[src/rtl/riscv_top.sv]
// riscv_top: single-cycle RV32I-subset core with a fixed ROM program, a small
// data RAM, RUN/PAUSE/HALT control driven by ECALL and a synchronized go
// input, and an 8-digit multiplexed hex display of the DISP register.
module riscv_top #(
    parameter int CPU_DIV   = 1,
    parameter int SCAN_BITS = 16
) (
    input  logic       clk,
    input  logic       rst,
    input  logic       go,
    output logic [7:0] AN,
    output logic [7:0] SEG
);

    localparam logic [1:0] ST_RUN   = 2'd0;
    localparam logic [1:0] ST_PAUSE = 2'd1;
    localparam logic [1:0] ST_HALT  = 2'd2;
    localparam int DW = (CPU_DIV > 1) ? $clog2(CPU_DIV) : 1;

    logic [1:0]           state, state_nxt;
    logic [7:0]           pc;
    logic [31:0]          disp;
    logic [31:0]          regs [32];
    logic [31:0]          ram  [16];
    logic [1:0]           go_sync;
    logic                 go_s;
    logic [DW-1:0]        div_cnt;
    logic                 step;
    logic                 commit;
    logic [SCAN_BITS-1:0] scan_cnt;

    // decode / execute wires
    logic [31:0] instr;
    logic [6:0]  opcode;
    logic [2:0]  f3;
    logic [6:0]  f7;
    logic [4:0]  rd, rs1, rs2;
    logic [31:0] rs1v, rs2v;
    logic [31:0] imm_i, imm_s, imm_b, imm_u, imm_j;
    logic [31:0] mem_addr, jalr_t;
    logic [7:0]  pc_plus4;
    logic [7:0]  pc_next;
    logic [31:0] rd_val;
    logic        rd_we, mem_we, is_ecall;
    logic        unused_bits;

    assign go_s     = go_sync[1];
    assign step     = (div_cnt == DW'(CPU_DIV - 1));
    assign commit   = step && (state == ST_RUN);

    assign opcode   = instr[6:0];
    assign rd       = instr[11:7];
    assign f3       = instr[14:12];
    assign rs1      = instr[19:15];
    assign rs2      = instr[24:20];
    assign f7       = instr[31:25];
    assign rs1v     = (rs1 == 5'd0) ? 32'd0 : regs[rs1];
    assign rs2v     = (rs2 == 5'd0) ? 32'd0 : regs[rs2];
    assign imm_i    = {{20{instr[31]}}, instr[31:20]};
    assign imm_s    = {{20{instr[31]}}, instr[31:25], instr[11:7]};
    assign imm_b    = {{19{instr[31]}}, instr[31], instr[7], instr[30:25], instr[11:8], 1'b0};
    assign imm_u    = {instr[31:12], 12'd0};
    assign imm_j    = {{11{instr[31]}}, instr[31], instr[19:12], instr[20], instr[30:21], 1'b0};
    assign mem_addr = rs1v + ((opcode == 7'b0100011) ? imm_s : imm_i);
    assign jalr_t   = rs1v + imm_i;
    assign pc_plus4 = pc + 8'd4;

    // address bits the 256-byte PC space and 16-word RAM never look at
    assign unused_bits = ^{mem_addr[31:6], mem_addr[1:0], jalr_t[31:8], jalr_t[0],
                           imm_b[31:8], imm_j[31:8]};

    // program ROM, word-addressed by PC[7:2]; unlisted words are zero (NOP)
    always_comb begin
        case (pc[7:2])
            6'd0:    instr = 32'h01200513; // addi x10,x0,0x12
            6'd1:    instr = 32'h03400593; // addi x11,x0,0x34
            6'd2:    instr = 32'h00B50533; // add  x10,x10,x11
            6'd3:    instr = 32'h00000073; // ecall
            6'd4:    instr = 32'h40B50533; // sub  x10,x10,x11
            6'd5:    instr = 32'h00A00893; // addi x17,x0,10
            6'd6:    instr = 32'h00000073; // ecall
            6'd7:    instr = 32'h0000006F; // jal  x0,0
            default: instr = 32'h00000000;
        endcase
    end

    // instruction decode and execute; unsupported encodings fall through as NOP
    always_comb begin
        rd_we    = 1'b0;
        rd_val   = 32'd0;
        pc_next  = pc_plus4;
        mem_we   = 1'b0;
        is_ecall = 1'b0;
        case (opcode)
            7'b0110111: begin rd_we = 1'b1; rd_val = imm_u; end
            7'b0010011: begin
                rd_we = 1'b1;
                case (f3)
                    3'b000:  rd_val = rs1v + imm_i;
                    3'b111:  rd_val = rs1v & imm_i;
                    3'b110:  rd_val = rs1v | imm_i;
                    3'b100:  rd_val = rs1v ^ imm_i;
                    3'b010:  rd_val = {31'd0, $signed(rs1v) < $signed(imm_i)};
                    default: rd_we  = 1'b0;
                endcase
            end
            7'b0110011: begin
                rd_we = 1'b1;
                if (f7 == 7'b0000000) begin
                    case (f3)
                        3'b000:  rd_val = rs1v + rs2v;
                        3'b111:  rd_val = rs1v & rs2v;
                        3'b110:  rd_val = rs1v | rs2v;
                        3'b100:  rd_val = rs1v ^ rs2v;
                        3'b010:  rd_val = {31'd0, $signed(rs1v) < $signed(rs2v)};
                        3'b001:  rd_val = rs1v << rs2v[4:0];
                        3'b101:  rd_val = rs1v >> rs2v[4:0];
                        default: rd_we  = 1'b0;
                    endcase
                end else if (f7 == 7'b0100000 && f3 == 3'b000) begin
                    rd_val = rs1v - rs2v;
                end else begin
                    rd_we = 1'b0;
                end
            end
            7'b1100011: begin
                case (f3)
                    3'b000:  if (rs1v == rs2v) pc_next = pc + imm_b[7:0];
                    3'b001:  if (rs1v != rs2v) pc_next = pc + imm_b[7:0];
                    3'b100:  if ($signed(rs1v) < $signed(rs2v)) pc_next = pc + imm_b[7:0];
                    default: pc_next = pc_plus4;
                endcase
            end
            7'b1101111: begin
                rd_we   = 1'b1;
                rd_val  = {24'd0, pc_plus4};
                pc_next = pc + imm_j[7:0];
            end
            7'b1100111: if (f3 == 3'b000) begin
                rd_we   = 1'b1;
                rd_val  = {24'd0, pc_plus4};
                pc_next = {jalr_t[7:1], 1'b0};
            end
            7'b0000011: if (f3 == 3'b010) begin
                rd_we  = 1'b1;
                rd_val = ram[mem_addr[5:2]];
            end
            7'b0100011: if (f3 == 3'b010) mem_we = 1'b1;
            7'b1110011: if (instr == 32'h00000073) is_ecall = 1'b1;
            default: ;
        endcase
    end

    // FSM state register
    always_ff @(posedge clk or negedge rst) begin
        if (!rst) state <= ST_RUN;
        else      state <= state_nxt;
    end

    // FSM next state: ECALL pauses or halts; go only resumes from PAUSE on a step
    always_comb begin
        state_nxt = state;
        case (state)
            ST_RUN:   if (step && is_ecall) state_nxt = (regs[17] == 32'd10) ? ST_HALT : ST_PAUSE;
            ST_PAUSE: if (step && go_s) state_nxt = ST_RUN;
            ST_HALT:  state_nxt = ST_HALT;
            default:  state_nxt = ST_RUN;
        endcase
    end

    // display scan output: digit from counter top bits, hex nibble of DISP
    always_comb begin
        logic [2:0] d;
        logic [3:0] nib;
        d   = scan_cnt[SCAN_BITS-1 -: 3];
        nib = disp[{d, 2'b00} +: 4];
        AN  = ~(8'b1 << d);
        case (nib)
            4'h0: SEG = 8'hC0; 4'h1: SEG = 8'hF9; 4'h2: SEG = 8'hA4; 4'h3: SEG = 8'hB0;
            4'h4: SEG = 8'h99; 4'h5: SEG = 8'h92; 4'h6: SEG = 8'h82; 4'h7: SEG = 8'hF8;
            4'h8: SEG = 8'h80; 4'h9: SEG = 8'h90; 4'hA: SEG = 8'h88; 4'hB: SEG = 8'h83;
            4'hC: SEG = 8'hC6; 4'hD: SEG = 8'hA1; 4'hE: SEG = 8'h86; default: SEG = 8'h8E;
        endcase
    end

    // go synchronizer, step divider and free-running scan counter
    always_ff @(posedge clk or negedge rst) begin
        if (!rst) begin
            go_sync  <= 2'b00;
            div_cnt  <= '0;
            scan_cnt <= '0;
        end else begin
            go_sync  <= {go_sync[0], go};
            div_cnt  <= step ? '0 : div_cnt + 1'b1;
            scan_cnt <= scan_cnt + 1'b1;
        end
    end

    // PC and DISP commit; a halting ECALL leaves PC parked on itself
    always_ff @(posedge clk or negedge rst) begin
        if (!rst) begin
            pc   <= 8'd0;
            disp <= 32'd0;
        end else if (commit) begin
            if (is_ecall) begin
                disp <= regs[10];
                pc   <= (regs[17] == 32'd10) ? pc : pc_plus4;
            end else begin
                pc <= pc_next;
            end
        end
    end

    // register file and data RAM writes, only while actually retiring in RUN
    always_ff @(posedge clk or negedge rst) begin
        if (!rst) begin
            for (int i = 0; i < 32; i++) regs[i] <= 32'd0;
            for (int i = 0; i < 16; i++) ram[i]  <= 32'd0;
        end else if (commit) begin
            if (rd_we && rd != 5'd0) regs[rd] <= rd_val;
            if (mem_we) ram[mem_addr[5:2]] <= rs2v;
        end
    end

endmodule

[config.mk]
export PLATFORM = sky130hd
export DESIGN_NAME = riscv_top
export DESIGN_NICKNAME = d
export VERILOG_FILES = /design/src/rtl/riscv_top.sv
export SDC_FILE = /design/constraint.sdc
export NUM_CORES = 1
export LEC_CHECK = 0
export ABC_CLOCK_PERIOD_IN_PS = 11150
export BUFFER_PORTS_ARGS = -buffer_cell sky130_fd_sc_hd__buf_4
export CORE_ASPECT_RATIO = 1.4
export CORE_MARGIN = 2
export CORE_UTILIZATION = 35
export DETAILED_ROUTE_END_ITERATION = 7
export PLACE_DENSITY = 0.45
export SYNTH_ARGS = -nofsm -noshare
export SYNTH_HDL_FRONTEND = slang
export SYNTH_SLANG_ARGS = --single-unit
[constraint.sdc]
create_clock -name clk -period 11.15 [get_ports clk]
set_clock_uncertainty 0.05 [all_clocks]
set_input_delay 1.115 -clock clk [delete_from_list [all_inputs] [get_ports clk]]
set_output_delay 1.115 -clock clk [all_outputs]
set_load 0.02 [all_outputs]
Word-level counts from Yosys, hierarchy flattened
Memories as Yosys holds them, arrays and structs flattened.
Index checks and enable logic that the tools add are counted.
- memories: 2
- word-level logic and storage cells: 185
- bits of input ports: 3
- register bits after elaboration: 1597
- output and inout bits: 16
- ROM bits: 256
- eq/ne operators: 25
- mux-type cells: 49
- add/sub/neg operators: 9
- shift-type cells: 4
- $lt $le $gt $ge: 8
- bitwise operators: 12
- reductions and logical operators: 22
- memory list (name ; depth ; width ; read ports ; clocked after Yosys merged registers in ; write ports ; RTL line ; RTL):
    (no name shown) ; 8 ; 18 ; 1 ; 0 ; 0 ; 74 ; case (pc[7:2])
    (no name shown) ; 16 ; 7 ; 1 ; 0 ; 0 ; 178 ; case (nib)
- operators by type and width (operator ; number):
    $bwmux W1024 ; 1
    $bwmux W512 ; 1
    $mux W32 ; 14
    $bmux W32 S5 ; 2
    $pmux W32 S7 ; 1
    $pmux W32 S6 ; 1
    $demux W32 S5 ; 1
    $pmux W32 S5 ; 1
    $bmux W32 S4 ; 1
    $demux W32 S4 ; 1
    $add A32 B32 Y32 ; 2
    $and A32 B32 Y32 ; 2
    $or A32 B32 Y32 ; 2
    $xor A32 B32 Y32 ; 2
    $mux W8 ; 7
    $pmux W8 S3 ; 2
    $eq A32 B32 Y1 ; 1
    $eq A32 B4 Y1 const B ; 1
    $eq A32 B7 Y1 const B ; 1
    $lt A32 B12 Y1 ; 1
    $lt A32 B32 Y1 ; 1
    $ne A32 B32 Y1 ; 1
    $shiftx A32 B6 Y4 ; 1
    $shl A32 B5 Y32 ; 1
    42 further kinds ; 80

Logic depth before layout (Yosys ltp)
Gate-level depths: netlist of run 1.
- depth in word-level cells: 15
- mapped depth: 24
- depth with buffers taken out: 21

Worst setup path after synthesis of run 1
No wires, ideal clock.
- path kind: register to register
- start point: reg pc[3]
- end point: reg regs[468] (netlist bit)
- path buffers: 4
- setup slack: 6.096 ns
- setup time: 0.128 ns
- required time: 10.972 ns
- clock period less this slack: 5.054 ns
- cell stages (with the launch flop): 24
- data arrival time: 4.876 ns
- cells stage by stage: dfrtp_1 clkbuf_1 inv_1 ha_1 mux2_4 nand2_1 clkbuf_1 clkbuf_1 nand2_1 nand3_1 a21oi_1 or3_1 ha_1 buf_2 nor3_1 nand2_1 a21oi_1 nor2_1 o31ai_1 a21o_1 a21oi_1 a221oi_1 o22ai_1 mux2_1
- longest elaborated chain between the ends: 15
- elaborated cells between the ends (all ways): 61
- classes of those cells: 4 x add/sub; 2 x order compare; 8 x eq/ne; 2 x shift; 25 x mux; 10 x bitwise; 9 x reduce/logical; 1 x memory
- ends and longest elaborated chain (what ; RTL line ; RTL):
    start: declaration ; 21 ; logic [7:0] pc;
    start signal: assignment ; 207 ; pc <= (regs[17] == 32'd10) ? pc : pc_plus4;
    start signal: assignment ; 209 ; pc <= pc_next;
    $mem_v2 Z8 W18 (*) ; -- ;
    $mux W32 (*) ; 74 ;
    $not A5 Y6 (not written as such) ; 57 ; assign rs1v = (rs1 == 5'd0) ? 32'd0 : regs[rs1];
    $bmux W32 S5 ; 57 ;
    $mux W32 (not written as such) (2 in a row) ; 57 ;
    $mux W32 ; 57 ;
    $add A6 B6 Y6 ; 64 ; assign mem_addr = rs1v + ((opcode == 7'b0100011) ? imm_s : imm_i);
    $not A4 Y5 (not written as such) ; 146 ; rd_val = ram[mem_addr[5:2]];
    $bmux W32 S4 ; 146 ;
    $mux W32 (not written as such) (2 in a row) ; 146 ;
    $mux W32 ; 144 ; 7'b0000011: if (f3 == 3'b010) begin
    $pmux W32 S6 ; 94 ; case (opcode)
    $bwmux W1024 ; 220 ; if (rd_we && rd != 5'd0) regs[rd] <= rd_val;
    end signal: indexed assignment ; 220 ;
    end: declaration ; 23 ; logic [31:0] regs [32];
Mark *: on every way between the ends. The rest lies on a longest branch, timed or not. The select of a mux whose other input is x is not followed.
A chain may end at the register's enable or synchronous reset.

Worst setup path in the final report of run 1
- start point: reg pc[3]
- end point: reg regs[154] (netlist bit)
Same word-level chain as after synthesis.

==> out/results.txt, run 1 <==
The fraction of power spent switching nets is 0.407, and the count of hold-fix buffers inserted at cts is 0. The tools report the flop-to-flop setup slack as 4110 ps. At the pin with the least slew margin, the transition time is 1110 ps.

Summed over all instances, the cell type with the most area after synthesis is sky130_fd_sc_hd__dfrtp_1. Hold is met by 321 ps. The largest single stage delay on the critical path is 820 ps.

The total non-filler cell area in the finished layout was 19600 µm²; the flip-flop and latch count after synthesis was 287. The tool flagged a number of max-cap violations equal to 0. By startpoint and endpoint, the worst setup path is classified as flip-flop to flip-flop. The tools report the initial core utilization as 0.354.

The worst hold path startpoint was regs[492]. The total instance count after detailed placement was 2579. For the number of cells produced by synthesis, the log shows 2074. For this run, the detailed router's first-pass iteration total came to 5. Counting cells, the worst reg-to-reg path comes to 21. Measured along the y axis, the die boundary spans 273 µm. The analysis attributes to net switching a power of 1.58 mW. The layout overhead on the synthesized area works out to 8.53%. After clock tree synthesis, the clock-pin slew on the worst setup and hold paths is 60 ps. For the number of failing setup endpoints in the final timing report, the log shows 0.

Based on the critical path, the design can be clocked at up to 0.142 GHz. The kind of cell with the highest combined delay along the critical path is compound AO/OA/AOI/OAI gates. The logs give 98 for the number of placement rows and 2165 for the post-synth net total. The clock network fraction of design power is 0.287, and the layout net count is 2053. The area share of fa/ha/maj cells after synthesis works out to 0.0627. Post-CTS timing repair inserted 0 buffers for setup.

The via density per instance works out to 5.80. During placement, the flow inserted port buffers numbering 17. The initial antenna violation count was 0; the final hold violation count was 0.

The number of global-route vias before repair was 15600. The logs give 7490 ps for the data arrival time of the critical path and 0 ps for the final sum of negative setup slack. Number of distinct library cells after synthesis: 93.

The endpoint type of the worst setup path was a flip-flop. The tools report the clock net sink count as 287. The tools report the root buffer cell as sky130_fd_sc_hd__clkbuf_16.

During I/O placement, the number of pins put on the boundary was 19. The core area was 51000 µm²; the synthesized area per cell was 8.72 µm². The xor and xnor area share after synthesis works out to 0.0262. After filler insertion, the fill cell instance count of the layout stands at 5247. The proportion of synthesized area in mux cells works out to 0.0735.

The CTS buffer count is 31. The mapped cell area was 18100 µm²; the average wire per standard cell was 26.6 µm. For the final total power, the log shows 3.88 mW.

Setup repair after global routing left no endpoint under its margin. The share of final-layout standard cells stronger than drive strength 1 was 0.111. In this run the cell area measured after placement is 18500 µm². Together, buffers and inverters on the worst path number 3. The routed length on met3 was 2380 µm. The logs give 9.22 nW for the leakage power figure and 50700 µm for the estimated wirelength of the detail-placed design. The basic-gate share of the synthesized area counting and, or, nand and nor cells was 0.195; the remaining antenna violation count was 0. The path with the worst hold slack has its endpoint at regs[492].

After synthesis, the largest family of logic cells by area is simple AND/OR/NAND/NOR gates. The number of antenna diodes in the final layout is 0. Entering global routing, the biggest net connects 84 pins.

The total power density per cell area works out to 198 nW/µm². For this block, the initial DRC count from the detailed router was 1046. The wire length of the first global-routing pass is 104000 µm.

The shortest clock period the worst path allows after layout is 7040 ps. The run gives 0.264 as the total routing resource utilization after global routing. The worst register-to-register path begins at pc[3]. The logs give 0 for the number of slew-limit violations in the final report and 2635 for the non-filler instance count after layout.

The final clock period utilization by the worst path was 0.631; the remaining global-route overflow was 0. For the remaining routing DRC violations, the log shows 0. The tools report the detailed-route wire length on metal 1 as 26500 µm. The routed design has 70100 µm of wire. Traced cell by cell, the critical path runs through buf_4 -> inv_1 -> ha_1 -> mux2_4 -> nand2_2 -> buf_4 -> nand2_1 -> a31oi_1 -> a21oi_1 -> or3_1 -> ha_1 -> nor2b_1 -> a221oi_1 -> o31ai_1 -> o2111ai_1 -> nand3_1 -> a222oi_1 -> a21oi_1 -> a31oi_1 -> nand3_1 -> mux2_2. The maximum count of clock buffers along a single path is 3. The logs give 1 for the H-tree depth and 11600 ps for the data required time at the worst endpoint.

By count the netlist is led by sky130_fd_sc_hd__nand2_1, sky130_fd_sc_hd__dfrtp_1, sky130_fd_sc_hd__a21oi_1, sky130_fd_sc_hd__clkbuf_1, sky130_fd_sc_hd__nor2_1. TritonCTS built the clock tree. For this run, the leading register cell type out of synthesis is sky130_fd_sc_hd__dfrtp_1. The register area share after synthesis is 0.397, and the fraction of synthesized cell area taken by the top area cell type is 0.397. The largest driver fanout on the critical path came out at 45. The cell with the largest stage delay on the worst path was sky130_fd_sc_hd__a222oi_1. The combinational cell fraction of total power is 0.365. The die area is 53500 µm².

Signal routing reaches up to met4. The worst hold path depth works out to 0. For the total internal power, the log shows 2.30 mW. Kind of start point of the critical path: a flip-flop.

The worst slew margin relative to its limit was 0.262; the fraction of the mapped netlist area in compound gates was 0.182. From left edge to right edge, the die measures 196 µm. Count of instances resized after the clock tree is built: 0. The worst-case IR drop observed on VDD is 0.000131 V. After synthesis, the cell types taking the most area are sky130_fd_sc_hd__dfrtp_1, sky130_fd_sc_hd__nand2_1, sky130_fd_sc_hd__ha_1. The final route contains 15300 vias.

The number of warnings reported in the yosys synthesis log came out at 0. The number of synthesized flops with an enable pin was 0; the routed length on met2 was 36100 µm. The congestion estimate from routability-driven global placement came to 0.908.

Clock latency on the worst-skew pair, taken at its later pin, is 620 ps. sky130_fd_sc_hd__nand2_1 is the most common cell in the netlist. The fraction of registers with async set or reset after synthesis is 1.00. Sequential fraction of design power: 0.348. The endpoint identified for the worst register-to-register timing path is regs[154]. Worst hold-check path type: flip-flop to flip-flop. The flow ran to the end, and the final reports show no timing, DRC or antenna violations.
-- worst max-delay path by stage --
| stage | start | to | slack, ps | depth (start not counted) |
|---|---|---|---|---|
| after floorplan | pc[3] | regs[468] | 6100 | 23 |
| after global placement | pc[3] | regs[665] | 4080 | 20 |
| after detailed placement | pc[3] | regs[697] | 4100 | 22 |
| after CTS | pc[3] | regs[153] | 4080 | 22 |
| after global routing | pc[3] | regs[153] | 3580 | 22 |
| final | pc[3] | regs[154] | 4110 | 21 |
-- layout make-up --
| type | instances | area [µm²] | share of cell area |
|---|---|---|---|
| multi-input combinational | 1500 | 9800 | 0.499 |
| timing repair buffer | 54 | 413 | 0.0210 |
| tap | 650 | 813 | 0.0415 |
| sequential | 287 | 7180 | 0.366 |
| clock inverter | 14 | 205 | 0.0105 |
| inverter | 88 | 330 | 0.0168 |
| clock buffer | 42 | 877 | 0.0447 |
-- metal layers --
| layer | vias to the layer above | global-route usage |
|---|---|---|
| li1 | 7090 | - |
| met1 | 7580 | 0.297 |
| met2 | 453 | 0.480 |
| met3 | 168 | 0.0218 |
| met4 | 0 | 0.169 |
| met5 | - | 0 |
-- flip-flops by register name, indices dropped and copies added, names as in the netlist --
register and cells:
state 2, go_sync 2, disp 32, regs 228, scan_cnt 16, pc 7
-- cell usage in the layout (no fill, tap or decap), drive strengths merged, types with 8 or more instances in the layout --
cell type and n:
xor2 15, o31ai 12, nand3 93, clkbuf 42
nor4 34, or3 22, a31oi 24, a21boi 8
mux4 8, and2 41, ha 85, nor2b 10
inv 90, o21bai 12, o22ai 17, o221ai 14
nand2 304, o21ai 113, nand2b 13, and3 37
a21o 23, dfrtp 287, buf 54, a211o 10
a21oi 152, mux2 83, o21a 8, o22a 12
xnor2 39, nor3 29, a221oi 17, mux2i 21
nand4 23, nor2 114, o211ai 13
-- kinds of logic after synthesis --
logic type / count (synthesis)
buffers and inverters: 287
AOI/OAI and AO/OA: 502
muxes: 112
and+or+nand+nor: 742
xor gates and xnor gates: 54
other: 1
DFF: 287
adders and majority gates: 89
-- power by group through the flow --
stage               combinational [mW]  clock, mW  sequential (mW)
global placement                  1.40          0             1.36
floorplan                        0.947          0             1.27
detailed placement                1.40          0             1.36
finish                            1.42       1.11             1.35
CTS                               1.41       1.14             1.35
global route                      1.53       1.18             1.36
-- metrics by stage --
step | utilization | worst slack, ps
after CTS | 0.385 | 4080
after detailed placement | 0.363 | 4100
after global placement | 0.363 | 4080
after global routing | 0.385 | 3580
after floorplan | - | 6100
final | 0.385 | 4110
Note: power is estimated with default switching activity, not from simulation.
==> run 2: changes to the inputs <==
Settings changed: ABC_CLOCK_PERIOD_IN_PS 11150 to 6090, PLACE_DENSITY 0.45 to 0.47.
Clock period 11.15 ns to 6.09 ns, I/O delays scaled along.
==> run 2 against run 1 <==
Effect of this change: worst setup slack lost 3900 ps; total power grew 83%; utilization grew 0.46 points; largest cell class unchanged; critical path depth is the same; fmax grew 19%; first-iteration DRC count shrank 4.9%; final cell count grew 0.99%; hold slack lost 300 ps; sequential power grew 81%; highest routed layer unchanged; largest power group unchanged; sequential share of layout area shrank 0.43 points; non-clock buffer count grew 25.
==> out/results.txt, run 2 (same netlist as run 1, synthesis figures left out) <==
In the final layout, the registers with the most flip-flops are regs x228, disp x32, scan_cnt x16. The count of pins on the block boundary came out at 19 (unchanged). The clock net sink count came out at 287 (unchanged). The worst setup path is launched from a flip-flop. The data arrival time of the critical path is 6320 ps (-1170 ps). For the leakage power figure, the log shows 9.36 nW (+1.6%). TritonCTS built the clock tree.

The die area is 53500 µm² (unchanged). The tools report the maximum number of pins on one net before global-route repair as 109 (+30%). The register cell area after layout was 7180 µm² (unchanged); the multi-input combinational cell area was 9810 µm² (+0.14%). The initial core utilization is 0.354 (unchanged), and the average wire per standard cell is 25.4 µm (-4.5%). The register name with the most flops is regs. The number of port buffers came out at 17 (unchanged).

From synthesis to final layout, the design area changed by 9.81%. The final clock period utilization by the worst path was 0.973 (+0.342). The H-tree depth is 1 (unchanged).

The data required time at the worst endpoint is 6490 ps (-5110 ps), and the wire length of the first global-routing pass is 102000 µm (-2.1%). The logs give 7.10 mW (+83%) for the final total power and 160 ps (-3950 ps) for the flop-to-flop setup slack. The top cell types in the final layout, fill and taps aside, are sky130_fd_sc_hd__nand2_1, sky130_fd_sc_hd__dfrtp_1, sky130_fd_sc_hd__a21oi_1, sky130_fd_sc_hd__nor2_1, sky130_fd_sc_hd__o21ai_0.

The overall via count from detail_route is 15300 (+0.24%). The shortest clock period the worst path allows after layout was 5930 ps (-1110 ps); the overall die width was 196 µm (unchanged). The min-delay analysis places its worst path in the category input pin to asynchronous set/reset pin. The non-filler instance count after layout came out at 2661 (+0.99%). Setup repair after global routing could not meet its margin everywhere. Clock transition at the register clock pins on the worst setup and hold paths after CTS: 60 ps (about the same). The logs give 0 (unchanged) for the final hold violation count and 0.000231 V (+76%) for the maximum VDD drop.

The logs give 49700 µm (-2.0%) for the estimated wirelength of the detail-placed design and 15600 (-0.0064%) for the number of global-route vias before repair. The total of fill cells in the finished design was 5161 (-1.6%). STA classifies the critical path endpoint as a flip-flop. The remaining routing DRC violations was 0 (unchanged). The total instance count after detailed placement came out at 2604 (+0.97%). For the total routing resource utilization after global routing, the log shows 0.253 (-0.0102). The run gives 67500 µm (-3.6%) as the detailed-route wire length. The number of placement rows was 98 (unchanged); the worst slew margin relative to its limit was 0.147 (-0.115). The maximum count of clock buffers along a single path is 3 (unchanged), and the number of failing setup endpoints in the final timing report is 0 (unchanged).

The tools report the CTS buffer count as 31 (unchanged). For the number of iterations in the first detailed-routing pass, the log shows 6 (+1). For the instance area after placement, the log shows 18800 µm² (+1.3%). The share of final-layout standard cells stronger than drive strength 1 works out to 0.124 (+0.0130). The tools report the root buffer cell as sky130_fd_sc_hd__clkbuf_16.

The via density per instance is 5.76 (-0.74%). The run gives 0 (unchanged) as the remaining antenna violation count. The logs give 19900 µm² (+1.2%) for the total non-filler cell area in the finished layout and 51000 µm² (unchanged) for the core area.

For the number of max-cap violations, the log shows 0 (unchanged). For the number of slew-limit violations in the final report, the log shows 0 (unchanged). The overall die height is 273 µm (unchanged), and the layout net count is 2078 (+1.2%). The flip-flop count of the largest register, all copies and words added is 228 (unchanged). For the initial antenna violation count, the log shows 0 (unchanged). The tools report the remaining global-route overflow as 0 (unchanged).

The flow ran to the end, and the final reports show no timing, DRC or antenna violations. The largest driver fanout on the critical path was 66 (+47%). The fmax is 0.169 GHz (+19%). The number of design-rule violations left by the first detailed-router iteration came out at 995 (-4.9%). The run gives 0 (unchanged) as the count of hold-fix buffers inserted at cts. The library cell used most frequently in the layout, excluding fill and tap cells, is sky130_fd_sc_hd__nand2_1.

Antenna diode instance count: 0 (unchanged). The run gives 600 ps (-20 ps) as the clock latency of the later-clocked register in the worst-skew pair. The worst-case hold slack is 17.3 ps (-304 ps), and the pin slew with the least headroom to its limit is 1280 ps (+168 ps). The critical path in this run is classified as flip-flop to flip-flop. The routability-driven placement congestion ratio came out at 0.921 (+1.4%).

The total power density per cell area was 358 nW/µm² (+81%).
## run 2: changes by cell type in the layout (fill, tap and decap cells not counted), sizes merged
cell / before / now
buf: 54 / 79
bufinv: 4 / 2
clkbuf: 42 / 44
clkinv: 3 / 9
clkinvlp: 5 / 1
inv: 90 / 89
## run 2: routing by layer
metal  global-route usage  wire length, µm
met5                    0                0
met4                0.148             4580
met3               0.0202             2200
met2                0.456            34200
met1                0.295            26600
## run 2: stage by stage
step	utilization	setup TNS [ps]	setup WS, ps
2_1_floorplan	-	0	1040
3_3_place_gp	0.368	0	179
3_5_place_dp	0.368	0	110
4_1_cts	0.389	0	38.2
5_1_grt	0.389	-15.4	-15.4
6_report	0.389	0	164
## run 2: cell type report
type                    instances  share of cell area
clock buffers                  44              0.0461
clock inverters                13             0.00687
inverters                      88              0.0166
multi-input cells            1500               0.494
flip-flops and latches        287               0.362
well taps                     650              0.0410
repair buffers                 79              0.0334
## run 2: power by group
group          internal, mW  switching (mW)  total, mW
clock                  1.13           0.811       1.94
sequential             2.14           0.298       2.44
combinational         0.979            1.74       2.72
total                  4.25            2.85       7.10
## run 2: final timing paths
path | from | endpoint | depth (start not counted)
max in group asynchronous | rst | regs[459] | 2
setup / recovery | pc[3] | regs[703] | 21
hold / removal | rst | regs[980] | 1
setup reg to reg | pc[3] | regs[703] | 21
hold reg to reg | go_sync[0] | go_sync[1] | 0
min in group clk | go | go_sync[0] | 1
## run 2: critical path, stage by stage (launching register included)
cell	delay, ps
sky130_fd_sc_hd__dfrtp_1	410
sky130_fd_sc_hd__inv_1	150
sky130_fd_sc_hd__ha_1	220
sky130_fd_sc_hd__nand2_1	180
sky130_fd_sc_hd__a21oi_4	240
sky130_fd_sc_hd__buf_12	310
sky130_fd_sc_hd__buf_12	300
sky130_fd_sc_hd__nand2_1	230
sky130_fd_sc_hd__o22a_1	240
sky130_fd_sc_hd__a21oi_1	150
sky130_fd_sc_hd__a211o_1	230
sky130_fd_sc_hd__ha_2	350
sky130_fd_sc_hd__nand4_1	220
sky130_fd_sc_hd__nor4_1	350
sky130_fd_sc_hd__o21ai_0	300
sky130_fd_sc_hd__a31oi_2	390
sky130_fd_sc_hd__a21bo_2	240
sky130_fd_sc_hd__a31oi_1	150
sky130_fd_sc_hd__a21oi_1	260
sky130_fd_sc_hd__xor2_1	100
sky130_fd_sc_hd__a21oi_1	470
sky130_fd_sc_hd__a31oi_1	150
## run 2: what timing repair did
item                                    in CTS  in global routing
endpoints found under the setup margin       0                 13
resized for setup                            0                  6
buffers inserted                             0                  0
==> run 3: changes to the inputs <==
Settings changed: REMOVE_ABC_BUFFERS set to 1.
==> run 3 against run 2 <==
Effect of this change: total power up 0.63%; sequential power barely moved; combinational power is 2% lower; via count is essentially flat; fmax is 2.0% higher; hold slack better by 49 ps; final cell count up 0.23%; critical path type unchanged; highest routed layer unchanged.
==> out/results.txt, run 3 (same netlist as run 1, synthesis figures left out) <==
The flow ran to the end, and the final reports show no timing, DRC or antenna violations. For the data arrival time of the critical path, the log shows 6230 ps (-90 ps). The tools report the data required time at the worst endpoint as 6520 ps (+30 ps). Fmax: 0.172 GHz (+2.0%).

The layout overhead on the synthesized area came out at 10.3%. For the maximum count of clock buffers along a single path, the log shows 3 (unchanged). The number of failing setup endpoints in the final timing report is 0 (unchanged).

The instance count on the critical path is 23 (+9.5%). For the overall via count from detail_route, the log shows 15300 (-0.078%). The final total power is 7.14 mW (+0.63%), and the delay contributed by the slowest stage of the critical path is 480 ps (about the same).

The wire length of the first global-routing pass came out at 99200 µm (-2.5%). The layout net count was 2083 (+0.24%); the remaining global-route overflow was 0 (unchanged). The number of iterations in the first detailed-routing pass was 6 (unchanged). The largest individual stage delay along the critical path comes from the cell sky130_fd_sc_hd__ha_2. Setup repair after global routing left no endpoint under its margin. The leakage power figure is 9.40 nW (+0.42%), and the maximum VDD drop is 0.000234 V (+1.5%).

The die area came out at 53500 µm² (unchanged). For the H-tree depth, the log shows 1 (unchanged). The average wire per standard cell is 24.9 µm (-1.8%). The overall die height is 273 µm (unchanged), and the clock latency of the later-clocked register in the worst-skew pair is 600 ps (about the same).

The worst reg-to-reg path cell count is 23 (+9.5%). The core area was 51000 µm² (unchanged); the number of port buffers was 17 (unchanged). The shortest clock period the worst path allows after layout came out at 5810 ps (-118 ps).

The final clock period utilization by the worst path is 0.954 (-0.0194). The maximum number of pins on one net before global-route repair was 169 (+55%); the initial core utilization was 0.354 (unchanged). The number of max-cap violations is 0 (unchanged), and the total non-filler cell area in the finished layout is 19900 µm² (+0.49%).

The pin slew with the least headroom to its limit is 1140 ps (-133 ps), and the remaining antenna violation count is 0 (unchanged). The number of design-rule violations left by the first detailed-router iteration is 988 (-0.70%), and the clock transition at the register clock pins on the worst setup and hold paths after CTS is 70 ps (about the same). The initial antenna violation count was 0 (unchanged); the number of slew-limit violations in the final report was 0 (unchanged).

The number of placement rows was 98 (unchanged); the critical path buffer and inverter count was 5 (+2). The register with the most flip-flops in the final layout is regs. The count of hold-fix buffers inserted at cts is 0 (unchanged).

The largest registers in the layout are regs x228, disp x32, scan_cnt x16. The share of final-layout standard cells stronger than drive strength 1 is 0.126 (+0.00217), and the routability-driven placement congestion ratio is 0.905 (-1.7%). In this run the worst setup path terminates at regs[154]. For the final hold violation count, the log shows 0 (unchanged).

The logs give 0 (unchanged) for the remaining routing DRC violations and 18800 µm² (+0.20%) for the instance area after placement. The run gives 15600 (-0.17%) as the number of global-route vias before repair. The cell sitting at the root of the clock tree is a sky130_fd_sc_hd__clkbuf_16.

For the non-filler instance count after layout, the log shows 2667 (+0.23%). The library cells used most frequently in the layout, excluding fill and tap cells, are sky130_fd_sc_hd__nand2_1, sky130_fd_sc_hd__dfrtp_1, sky130_fd_sc_hd__a21oi_1, sky130_fd_sc_hd__nor2_1, sky130_fd_sc_hd__o21ai_0. TritonCTS built the clock tree. The largest driver fanout on the critical path works out to 65 (-1.5%).

STA classifies the critical path startpoint as a flip-flop. The tools report the final sum of negative setup slack as 0 ps (unchanged). In this run the critical register-to-register path is captured at regs[154]. The tools report the flop-to-flop setup slack as 280 ps (+120 ps). The critical path's top delay family was compound AO/OA/AOI/OAI gates. The tools report the total routing resource utilization after global routing as 0.247 (-0.00644). The worst register-to-register path begins at pc[2]. The total power density per cell area is 358 nW/µm² (+0.15%). Via density per instance: 5.74 (-0.30%).

Worst hold-check path type: input pin to asynchronous set/reset pin. The estimated wirelength of the detail-placed design was 49900 µm (+0.57%); the clock net sink count was 287 (unchanged). The count of pins on the block boundary is 19 (unchanged).

The setup path with the least slack is of type flip-flop to flip-flop. The run gives 66500 µm (-1.6%) as the detailed-route wire length. Most frequent standard cell in the layout excluding fill and tap cells: sky130_fd_sc_hd__nand2_1. The most critical setup path has its startpoint at pc[2].

The total instance count after detailed placement came out at 2608 (+0.15%). STA classifies the critical path endpoint as a flip-flop. The flip-flop count of the largest register, all copies and words added is 228 (unchanged), and the worst slew margin relative to its limit is 0.230 (+0.0838).

For the CTS buffer count, the log shows 31 (unchanged). Traced cell by cell, the critical path runs through inv_1 -> ha_1 -> nand2_1 -> a21oi_4 -> buf_12 -> nand2_1 -> a21oi_1 -> a21oi_1 -> or3_1 -> ha_2 -> nor3_1 -> a221oi_1 -> o31ai_1 -> buf_4 -> o2111ai_1 -> nand3_1 -> a222oi_1 -> buf_4 -> a21oi_1 -> a31oi_1 -> buf_4 -> nand3_1 -> mux2_2. The overall die width came out at 196 µm (unchanged).
==> run 3: worst min-delay path by stage <==
| stage | from | cells after the start | endpoint | slack (ps) |
|---|---|---|---|---|
| 2_1_floorplan | rst | 0 | disp[0] | 260 |
| 3_3_place_gp | go_sync[0] | 0 | go_sync[1] | 300 |
| 3_5_place_dp | go_sync[0] | 0 | go_sync[1] | 290 |
| 4_1_cts | go | 1 | go_sync[0] | 30 |
| 5_1_grt | go | 1 | go_sync[0] | 50 |
| 6_report | rst | 1 | regs[695] | 70 |
==> run 3: final cells by class <==
type                       count  area, µm²
fill                        5246      31100
multi-input combinational   1500       9830
antenna                        1       2.50
sequential                   287       7180
clock buffer                  42        837
clock inverter                15        244
inverter                      88        330
timing repair buffer          84        713
tap                          650        813
==> run 3: repair_timing <==
action                     4_1_cts  5_1_grt
setup endpoints to repair        0       13
resized for setup                0        9
hold endpoints to repair         0        0
buffers inserted                 0        1
==> run 3: worst register-to-register path, cell delays in order (launching register included) <==
cell and delay [ps]:
sky130_fd_sc_hd__dfrtp_1 380, sky130_fd_sc_hd__inv_1 160, sky130_fd_sc_hd__ha_1 230, sky130_fd_sc_hd__nand2_1 200, sky130_fd_sc_hd__a21oi_4 240, sky130_fd_sc_hd__buf_12 300, sky130_fd_sc_hd__nand2_1 130, sky130_fd_sc_hd__a21oi_1 390
sky130_fd_sc_hd__a21oi_1 70, sky130_fd_sc_hd__or3_1 460, sky130_fd_sc_hd__ha_2 480, sky130_fd_sc_hd__nor3_1 110, sky130_fd_sc_hd__a221oi_1 290, sky130_fd_sc_hd__o31ai_1 120, sky130_fd_sc_hd__buf_4 160, sky130_fd_sc_hd__o2111ai_1 210
sky130_fd_sc_hd__nand3_1 220, sky130_fd_sc_hd__a222oi_1 340, sky130_fd_sc_hd__buf_4 180, sky130_fd_sc_hd__a21oi_1 60, sky130_fd_sc_hd__a31oi_1 340, sky130_fd_sc_hd__buf_4 190, sky130_fd_sc_hd__nand3_1 100, sky130_fd_sc_hd__mux2_2 300
==> run 3: report_power, final <==
part | switching, mW | internal [mW]
registers | 0.310 | 2.14
logic | 1.70 | 0.961
clock network | 0.814 | 1.22
==> run 3: per-stage QoR <==
stage,util,hold WS [ps],setup slack [ps]
2_1_floorplan,-,263,149
3_3_place_gp,0.369,299,177
3_5_place_dp,0.369,293,208
4_1_cts,0.390,27.1,150
5_1_grt,0.391,45.1,12.2
6_report,0.391,66.3,282
==> run 3: layer usage <==
| layer | routed length [µm] | track usage |
|---|---|---|
| met5 | 0 | 0 |
| met4 | 5000 | 0.162 |
| met3 | 2440 | 0.0216 |
| met2 | 33900 | 0.448 |
| met1 | 25200 | 0.277 |
